`config.mk`:
```
export PLATFORM = sky130hd
export DESIGN_NAME = inv_mix_columns_iter
export DESIGN_NICKNAME = d
export VERILOG_FILES = /design/src/rtl/inv_mix_columns_iter.sv
export SDC_FILE = /design/constraint.sdc
export NUM_CORES = 1
export LEC_CHECK = 0
export ABC_AREA = 1
export BUFFER_PORTS_ARGS = -buffer_cell sky130_fd_sc_hd__buf_2
export CAP_MARGIN = 20
export CELL_PAD_IN_SITES_DETAIL_PLACEMENT = 0
export CELL_PAD_IN_SITES_GLOBAL_PLACEMENT = 1
export CORE_MARGIN = 8
export CORE_UTILIZATION = 38
export DETAILED_ROUTE_END_ITERATION = 10
export GPL_TIMING_DRIVEN = 0
export PLACE_DENSITY = 0.79
export SLEW_MARGIN = 10
export SYNTH_ARGS = -nofsm -noshare
export SYNTH_HDL_FRONTEND = slang
export SYNTH_SLANG_ARGS = --single-unit
```
`constraint.sdc`:
```
create_clock -name clk -period 3.54 [get_ports clk]
set_clock_uncertainty 0.1 [all_clocks]
set_input_delay 0.354 -clock clk [delete_from_list [all_inputs] [get_ports clk]]
set_output_delay 0.354 -clock clk [all_outputs]
set_load 0.02 [all_outputs]
```
`src/rtl/inv_mix_columns_iter.sv`:
```
`default_nettype none
// ============================================================================
//  Module      : inv_mix_columns_iter
//  Description : Iterative AES InvMixColumns engine. It accepts one 128-bit
//                state over a valid/ready handshake and transforms one 32-bit
//                column per clock in place, using a single shared column
//                datapath. The result is held on data_out until the
//                downstream stage takes it.
//
//  Ports       : clk        - sole clock, rising edge
//                rst_n      - asynchronous active-low reset
//                in_valid   - data_in holds a valid state
//                in_ready   - block can accept a state (IDLE only)
//                data_in    - state in; column c = [127-32c -: 32],
//                             byte s0 in the top 8 bits of each column
//                out_valid  - data_out holds a completed result (DONE only)
//                out_ready  - downstream accepts data_out
//                data_out   - transformed state, same layout as data_in
//
//  Revision    : 1.0 - initial release
// ============================================================================
module inv_mix_columns_iter (
    input  logic         clk,
    input  logic         rst_n,
    input  logic         in_valid,
    output logic         in_ready,
    input  logic [127:0] data_in,
    output logic         out_valid,
    input  logic         out_ready,
    output logic [127:0] data_out
);

    // Low byte of the AES reduction polynomial 0x11B.
    localparam logic [7:0] C_POLY = 8'h1B;

    typedef enum logic [1:0] {
        ST_IDLE = 2'd0,
        ST_BUSY = 2'd1,
        ST_DONE = 2'd2
    } state_t;

    state_t         state_q, state_d;
    logic [1:0]     cnt_q,   cnt_d;
    logic [127:0]   work_q,  work_d;

    logic [31:0]    col_in;
    logic [31:0]    col_out;
    logic [127:0]   work_wr;

    // Multiply by x in GF(2^8).
    function automatic logic [7:0] xtime(input logic [7:0] b);
        return {b[6:0], 1'b0} ^ (b[7] ? C_POLY : 8'h00);
    endfunction

    // ------------------------------------------------------------------
    // Column select: the counter picks which column feeds the datapath.
    // ------------------------------------------------------------------
    always_comb begin
        col_in = work_q[127:96];
        case (cnt_q)
            2'd0:    col_in = work_q[127:96];
            2'd1:    col_in = work_q[95:64];
            2'd2:    col_in = work_q[63:32];
            default: col_in = work_q[31:0];
        endcase
    end

    // ------------------------------------------------------------------
    // Shared column datapath. Each byte gets an xtime chain (x2, x4, x8);
    // the four InvMixColumns coefficients are XOR combinations of it:
    //   09 = 8+1, 0B = 8+2+1, 0D = 8+4+1, 0E = 8+4+2
    // ------------------------------------------------------------------
    logic [7:0] s_b  [4];
    logic [7:0] x2_b [4];
    logic [7:0] x4_b [4];
    logic [7:0] x8_b [4];
    logic [7:0] m9_b [4];
    logic [7:0] mb_b [4];
    logic [7:0] md_b [4];
    logic [7:0] me_b [4];

    for (genvar i = 0; i < 4; i++) begin : g_byte
        assign s_b[i]  = col_in[31-8*i -: 8];
        assign x2_b[i] = xtime(s_b[i]);
        assign x4_b[i] = xtime(x2_b[i]);
        assign x8_b[i] = xtime(x4_b[i]);
        assign m9_b[i] = x8_b[i] ^ s_b[i];
        assign mb_b[i] = x8_b[i] ^ x2_b[i] ^ s_b[i];
        assign md_b[i] = x8_b[i] ^ x4_b[i] ^ s_b[i];
        assign me_b[i] = x8_b[i] ^ x4_b[i] ^ x2_b[i];
    end

    // Output row i is a circulant: 0E on s[i], 0B on s[i+1], 0D on s[i+2],
    // 09 on s[i+3] (indices mod 4).
    for (genvar i = 0; i < 4; i++) begin : g_row
        assign col_out[31-8*i -: 8] = me_b[i]
                                    ^ mb_b[(i+1)%4]
                                    ^ md_b[(i+2)%4]
                                    ^ m9_b[(i+3)%4];
    end

    // ------------------------------------------------------------------
    // In-place write-back of the transformed column.
    // ------------------------------------------------------------------
    always_comb begin
        work_wr = work_q;
        case (cnt_q)
            2'd0:    work_wr[127:96] = col_out;
            2'd1:    work_wr[95:64]  = col_out;
            2'd2:    work_wr[63:32]  = col_out;
            default: work_wr[31:0]   = col_out;
        endcase
    end

    // ------------------------------------------------------------------
    // Control FSM: next state and register updates.
    // ------------------------------------------------------------------
    always_comb begin
        state_d = state_q;
        cnt_d   = cnt_q;
        work_d  = work_q;
        case (state_q)
            ST_IDLE: begin
                if (in_valid) begin
                    work_d  = data_in;
                    cnt_d   = 2'd0;
                    state_d = ST_BUSY;
                end
            end
            ST_BUSY: begin
                work_d = work_wr;
                // Wraps 3 -> 0 so the next block starts at column 0.
                cnt_d  = cnt_q + 2'd1;
                if (cnt_q == 2'd3) begin
                    state_d = ST_DONE;
                end
            end
            ST_DONE: begin
                if (out_ready) begin
                    state_d = ST_IDLE;
                end
            end
            default: begin
                state_d = ST_IDLE;
            end
        endcase
    end

    always_ff @(posedge clk or negedge rst_n) begin
        if (!rst_n) begin
            state_q <= ST_IDLE;
            cnt_q   <= 2'd0;
            work_q  <= 128'h0;
        end else begin
            state_q <= state_d;
            cnt_q   <= cnt_d;
            work_q  <= work_d;
        end
    end

    // Handshake outputs decode registered state only.
    assign in_ready  = (state_q == ST_IDLE);
    assign out_valid = (state_q == ST_DONE);
    assign data_out  = work_q;

endmodule
`default_nettype wire

```
==> results of run 1 <==
==> cell families (layout without fill, tap and decap cells) <==
logic type | after synthesis | count (layout) | share of synthesized area [%]
AOI/OAI and AO/OA | 300 | 300 | 15.1
xor gates and xnor gates | 112 | 112 | 9.46
adders and majority gates | 5 | 5 | 0.573
buffers and inverters | 156 | 466 | 6.16
DFF | 132 | 132 | 30.2
and+or+nand+nor | 977 | 977 | 38.5
==> metrics by stage <==
| stage | setup TNS (ns) | cells |
|---|---|---|
| floorplan | 0 | 1682 |
| global placement | -2.56 | 2327 |
| detailed placement | -4.29 | 2328 |
| CTS | -0.000197 | 2365 |
| global route | -0.154 | 2376 |
| finish | 0 | 2376 |
==> sequential cells by signal, summed over array words and instances, names as in the netlist <==
signal	count
data_out	128
cnt_q	2
state_q	2
==> routing by layer <==
metal  track usage, %  share of wire, %  vias to the layer above  wire, µm
li1                 -                 -                     5973         -
met1             39.8                42                     6019     22200
met2             48.5                46                      658     24200
met3             4.86               8.4                       85      4450
met4             11.1               3.6                        0      1880
met5                0                 0                        -         0
==> worst paths after layout <==
| kind | to | slack, ns | depth (start not counted) | startpoint |
|---|---|---|---|---|
| max | data_out[30]$_DFFE_PN0P_ | 0.11 | 8 | state_q[0]$_DFFE_PN0P_ |
| min | state_q[1]$_DFFE_PN0P_ | 0.02 | 2 | out_ready |
| max reg2reg | data_out[30]$_DFFE_PN0P_ | 0.11 | 8 | state_q[0]$_DFFE_PN0P_ |
| min reg2reg | state_q[1]$_DFFE_PN0P_ | 0.44 | 1 | state_q[0]$_DFFE_PN0P_ |
| max in group asynchronous | data_out[9]$_DFFE_PN0P_ | 2.15 | 3 | rst_n |
| min in group asynchronous | data_out[82]$_DFFE_PN0P_ | 0.37 | 2 | rst_n |
==> layout make-up <==
cell class / count / area [µm²]
repair buffers: 278 / 1460
fillers: 3024 / 14800
well taps: 384 / 480
inverters: 97 / 367
clock inverters: 15 / 136
flip-flops and latches: 132 / 3300
multi-input cells: 1394 / 7110
clock buffers: 17 / 425
plain buffers: 59 / 339
==> timing repair <==
item                                    in CTS  in global routing
pin swaps                                    2                  5
endpoints found under the setup margin      61                 99
resized for setup                           18                 36
setup buffers                                4                 11
hold endpoints to repair                    56                  0
hold buffers                                 1                  0
==> cell usage in the layout, fill, tap and decap left out, types with 39 or more instances in the layout <==
master,netlist,routed
dfrtp_1,132,132
a21oi_1,271,269
nand3_1,111,110
xor2_1,74,72
clkbuf_1,39,39
nand2_2,35,41
nand2_1,579,572
buf_2,8,264
inv_1,89,87
nor2_1,190,185
==> results by group, run 1 <==
CTS
  – H-tree depth: 4
  – Clock sinks: 132
  – CTS tree: built
  – CTS Buffer Depth: 2
  – Worst skew pair latency: 0.44 ns
  – Clock slew at reported path FFs: 0.07 ns
  – CTS buffer count: 17
  – Clock root buffer master: clkbuf_16

Timing
  – Slew headroom: 39.7%
  – Unrepaired setup endpoints after global routing: true
  – Slew Limit Fails: 0
  – Count of final hold-check violations: 0
  – Hold_ws: around 0.024 ns
  – Period utilization: 97.0%
  – Worst setup margin: approximately 0.11 ns
  – Tmin final: 3.43 ns
  – Final Setup Violations: 0
  – Fmax: between 200 and 300 MHz
  – Worst-margin pin slew: 0.905 ns

Global route
  – Initial antenna violation count: 0
  – Pin count of the biggest net entering global routing: 77
  – Global-route wire length before repair: 76800 µm
  – All-layer global routing usage: 30.0%
  – Vias in the first global route: roughly 12000
  – Total congestion overflow: 0

Drt
  – Detailed Route WL: roughly 53000 µm
  – Antenna-violating nets left: 0
  – Per-cell routed wire length: 22.2 µm
  – DR iter-0 viols: 1243
  – Avg Vias per Cell: approximately 5.4
  – DR pass1 iterations: 7
  – DR DRC count: 0
  – Via count: 12700

Final layout
  – Layout cell share with drive strength beyond 1: 23.6%
  – Area grow syn2layout: 24.8%
  – Post-route core utilization: a little under half
  – Design Area, Final: between 10000 and 15000 µm²
  – N_diodes: 0
  – # nets final: roughly 2100

Synth
  – Syn Area/Cell: between 6 and 7 µm²
  – Distinct cells, synth: 40
  – Yosys top cell by area: dfrtp_1
  – Synthesis Warnings: 0
  – Top-count cell post-synth: nand2_1
  – Synth area leaders: dfrtp_1 (30%), nand2_1 (20%), a21oi_1 (12%)
  – Synth cell count leaders: nand2_1 (579), a21oi_1 (271), nor2_1 (190), dfrtp_1 (132), nand3_1 (111)
  – Ys flop type: dfrtp_1
  – Gate Count Post-Synth: 1682
  – Post-synthesis sequential area ratio: 30.2%
  – Yosys top cell area share: 30.2%
  – Post-synthesis net count: 1819
  – Post-synth ARST share: 100%
  – Seq cells post-synth: about 130
  – Post-Syn Area: 10900 µm²
  – EDFF count, synth: 0

Critical path
  – Crit path kind: reg2reg
  – CP Capture Type: flip-flop
  – Largest delay share family, worst path: buffers and inverters
  – Critical Path, Cell by Cell: inv_1 -> nor2_2 -> clkinv_1 -> o21ai_1 -> inv_1 -> clkbuf_1 -> a21oi_1 -> a21oi_1
  – Crit path DAT: 3.62 ns
  – CP max stage delay: approximately 0.7 ns
  – Worst EP required: 3.73 ns
  – Startpoint types: flip-flop
  – CP Max Fanout: 10
  – Slowest-stage cell, CP: o21ai_1
  – Bufs and invs on worst path: 4

Floorplan
  – Die area: 34400 µm²
  – Num ports: 262
  – Die Width: 186 µm
  – Initial core utilization: 38.4%
  – Die Height: 186 µm
  – Cell Rows: 62
  – Core area: 28500 µm²

Run
  – Maxcap violations: 0

Placed design
  – GP Congestion: roughly 0.94
  – PortBufs: 261
  – Placed Instance Area: 12700 µm²
  – Place WS: -0.207 ns
  – Dpl hpwl: 41500 µm

Hold path
  – Worst min path class: in2reg

Outcome
  – Status: finished clean
Power of run 1 is left out: the tool's default activity adds up to more than one toggle a clock period on the data nets, which glitch-free logic cannot reach.
==> inputs of run 2 (changes only) <==
==> constraint.sdc (replaced) <==
create_clock -name clk -period 3.54 [get_ports clk]
set_clock_uncertainty 0.1 [all_clocks]
set_input_delay 0.708 -clock clk [delete_from_list [all_inputs] [get_ports clk]]
set_output_delay 0.708 -clock clk [all_outputs]
set_load 0.02 [all_outputs]
==> run 2 against run 1 <==
Compared with the run above:
- register-to-register slack better by 0.04 ns
- hold slack better by 0.13 ns
- sequential share of layout area about the same
- final cell count about the same
- non-clock buffer count decreased by 1
- highest routed layer unchanged
- utilization hardly changed
- critical path type unchanged
- setup slack better by 0.043 ns
- maximum frequency up 1.3%
- flip-flop and latch count is the same
- design area about the same
==> results by group, run 2 (synthesis results as in run 1) <==
Hold path
  – Worst min path class: in2async

Timing
  – Worst-margin pin slew: between 0.9 and 1 ns
  – Tmin final: 3.39 ns
  – Fmax: between 200 and 300 MHz
  – Period utilization: a little over nine tenths
  – Slew Limit Fails: 0
  – Slew headroom: 38.9%
  – Unrepaired setup endpoints after global routing: true
  – Count of final hold-check violations: 0
  – Final Setup Violations: 0

Final layout
  – Largest register FFs: 128
  – Layout cell share with drive strength beyond 1: 23.6%
  – Area grow syn2layout: 24.7%
  – # nets final: 2115
  – N_diodes: 0
  – Post-route core utilization: 47.8%
  – Most frequent cells in the layout: nand2_1 (572), a21oi_1 (269), buf_2 (264)
  – Commonest non-fill, non-tap cell in the layout: nand2_1

CTS
  – CTS Buffer Depth: 2
  – CTS buffer count: 17
  – CTS tree: built
  – H-tree depth: 4
  – Clock slew at reported path FFs: 0.07 ns
  – Clock root buffer master: clkbuf_16
  – Worst skew pair latency: 0.44 ns
  – Clock sinks: approximately 130

Drt
  – DR DRC count: 0
  – DR iter-0 viols: 1199
  – Avg Vias per Cell: about 5.4
  – Detailed Route WL: around 53000 µm
  – DR pass1 iterations: 5
  – Per-cell routed wire length: 22.2 µm
  – Antenna-violating nets left: 0
  – Via count: 12800

Critical path
  – CP Capture Type: flip-flop
  – CP max stage delay: 0.44 ns
  – Startpoint types: flip-flop
  – Critical Path, Cell by Cell: inv_1 -> ha_2 -> buf_6 -> buf_6 -> nand2_1 -> nand2_1 -> nor2_1 -> nor2_2 -> nand2_1 -> nand2_1 -> nand2_1 -> nand2_1 -> nand2_1 -> nand2_1 -> inv_1 -> nand2_1 -> nand2_1 -> nand2_1 -> nand3_2 -> a21oi_1
  – Most used cell, CP: nand2_1
  – Crit path DAT: 3.65 ns
  – Reg2reg setup slack: 0.15 ns
  – Worst r2r dst: data_out[100]$_DFFE_PN0P_
  – Slowest-stage cell, CP: dfrtp_1
  – Reg-to-Reg Start: cnt_q[0]$_DFFE_PN0P_
  – Bufs and invs on worst path: 4
  – CP Max Fanout: 10
  – Worst EP required: 3.80 ns
  – Largest delay share family, worst path: simple AND/OR/NAND/NOR gates
  – Worst Reg-to-Reg Cells: 20
  – Crit path kind: reg2reg

Floorplan
  – Initial core utilization: between 30% and 40%
  – Num ports: 262
  – Core area: ~28000 µm²
  – Die Height: 186 µm
  – Die area: 34400 µm²
  – Cell Rows: 62
  – Die Width: 186 µm

Global route
  – All-layer global routing usage: 30.0%
  – Initial antenna violation count: 0
  – Total congestion overflow: 0
  – Global-route wire length before repair: 76800 µm
  – Pin count of the biggest net entering global routing: 77
  – Vias in the first global route: 12100

Run
  – Maxcap violations: 0

Outcome
  – Status: finished clean

Placed design
  – PortBufs: around 260
  – Dpl hpwl: around 42000 µm
  – GP Congestion: around 0.94
run 2: cell types whose count changed in the layout (fill, tap and decap cells not counted):
cell,delta
dlygate4sd3_1,-1
run 2: worst register-to-register path, cell delays in order (launching register included):
cell,delay [ns]
dfrtp_1,0.44
inv_1,0.11
ha_2,0.29
buf_6,0.23
buf_6,0.23
nand2_1,0.09
nand2_1,0.11
nor2_1,0.07
nor2_2,0.27
nand2_1,0.10
nand2_1,0.18
nand2_1,0.16
nand2_1,0.16
nand2_1,0.06
nand2_1,0.12
inv_1,0.06
nand2_1,0.08
nand2_1,0.05
nand2_1,0.06
nand3_2,0.16
a21oi_1,0.19
run 2: layout make-up:
type                    instances  area, µm²
flip-flops and latches        132       3300
fillers                      3025      14900
inverters                      97        367
repair buffers                277       1450
multi-input cells            1394       7110
well taps                     384        480
clock inverters                15        136
clock buffers                  17        425
plain buffers                  59        339
run 2: routing by layer:
metal,track usage [%],up-vias,part of all wire (%)
li1,-,5976,-
met1,39.8,6061,42
met2,48.5,671,46
met3,4.88,94,8.5
met4,11.1,0,3.8
met5,0,-,0
run 2: stage by stage:
stage	hold WS (ns)	std cells	setup TNS [ns]	worst slack [ns]	cell area, µm²
after detailed placement	0.434	2328	-4.29	-0.207	12700
after global routing	0.183	2375	-0.154	-0.0441	13600
after CTS	0.161	2364	-0.000197	-0.000197	13400
final	0.154	2375	0	0.151	13600
after floorplan	0.312	1682	0	0.952	10900
after global placement	0.414	2327	-36.04	-0.279	12700
run 2: worst max-delay path by stage:
stage / start / endpoint / slack, ns / cells past startpoint
final: cnt_q[0]$_DFFE_PN0P_ / data_out[100]$_DFFE_PN0P_ / 0.15 / 20
after global placement: rst_n / data_out[101]$_DFFE_PN0P_ / -0.28 / 1
after CTS: cnt_q[0]$_DFFE_PN0P_ / data_out[85]$_DFFE_PN0P_ / -0.0002 / 16
after floorplan: cnt_q[1]$_DFFE_PN0P_ / data_out[103]$_DFFE_PN0P_ / 0.95 / 14
after global routing: cnt_q[0]$_DFFE_PN0P_ / data_out[22]$_DFFE_PN0P_ / -0.04 / 15
after detailed placement: cnt_q[0]$_DFFE_PN0P_ / data_out[62]$_DFFE_PN0P_ / -0.21 / 13
run 2: timing repair:
action	in CTS	in global routing
hold buffers	0	0
pin swaps	2	5
resized for setup	18	36
setup endpoints to repair	61	99
setup buffers	4	11
Power of run 2 is left out for the same reason.
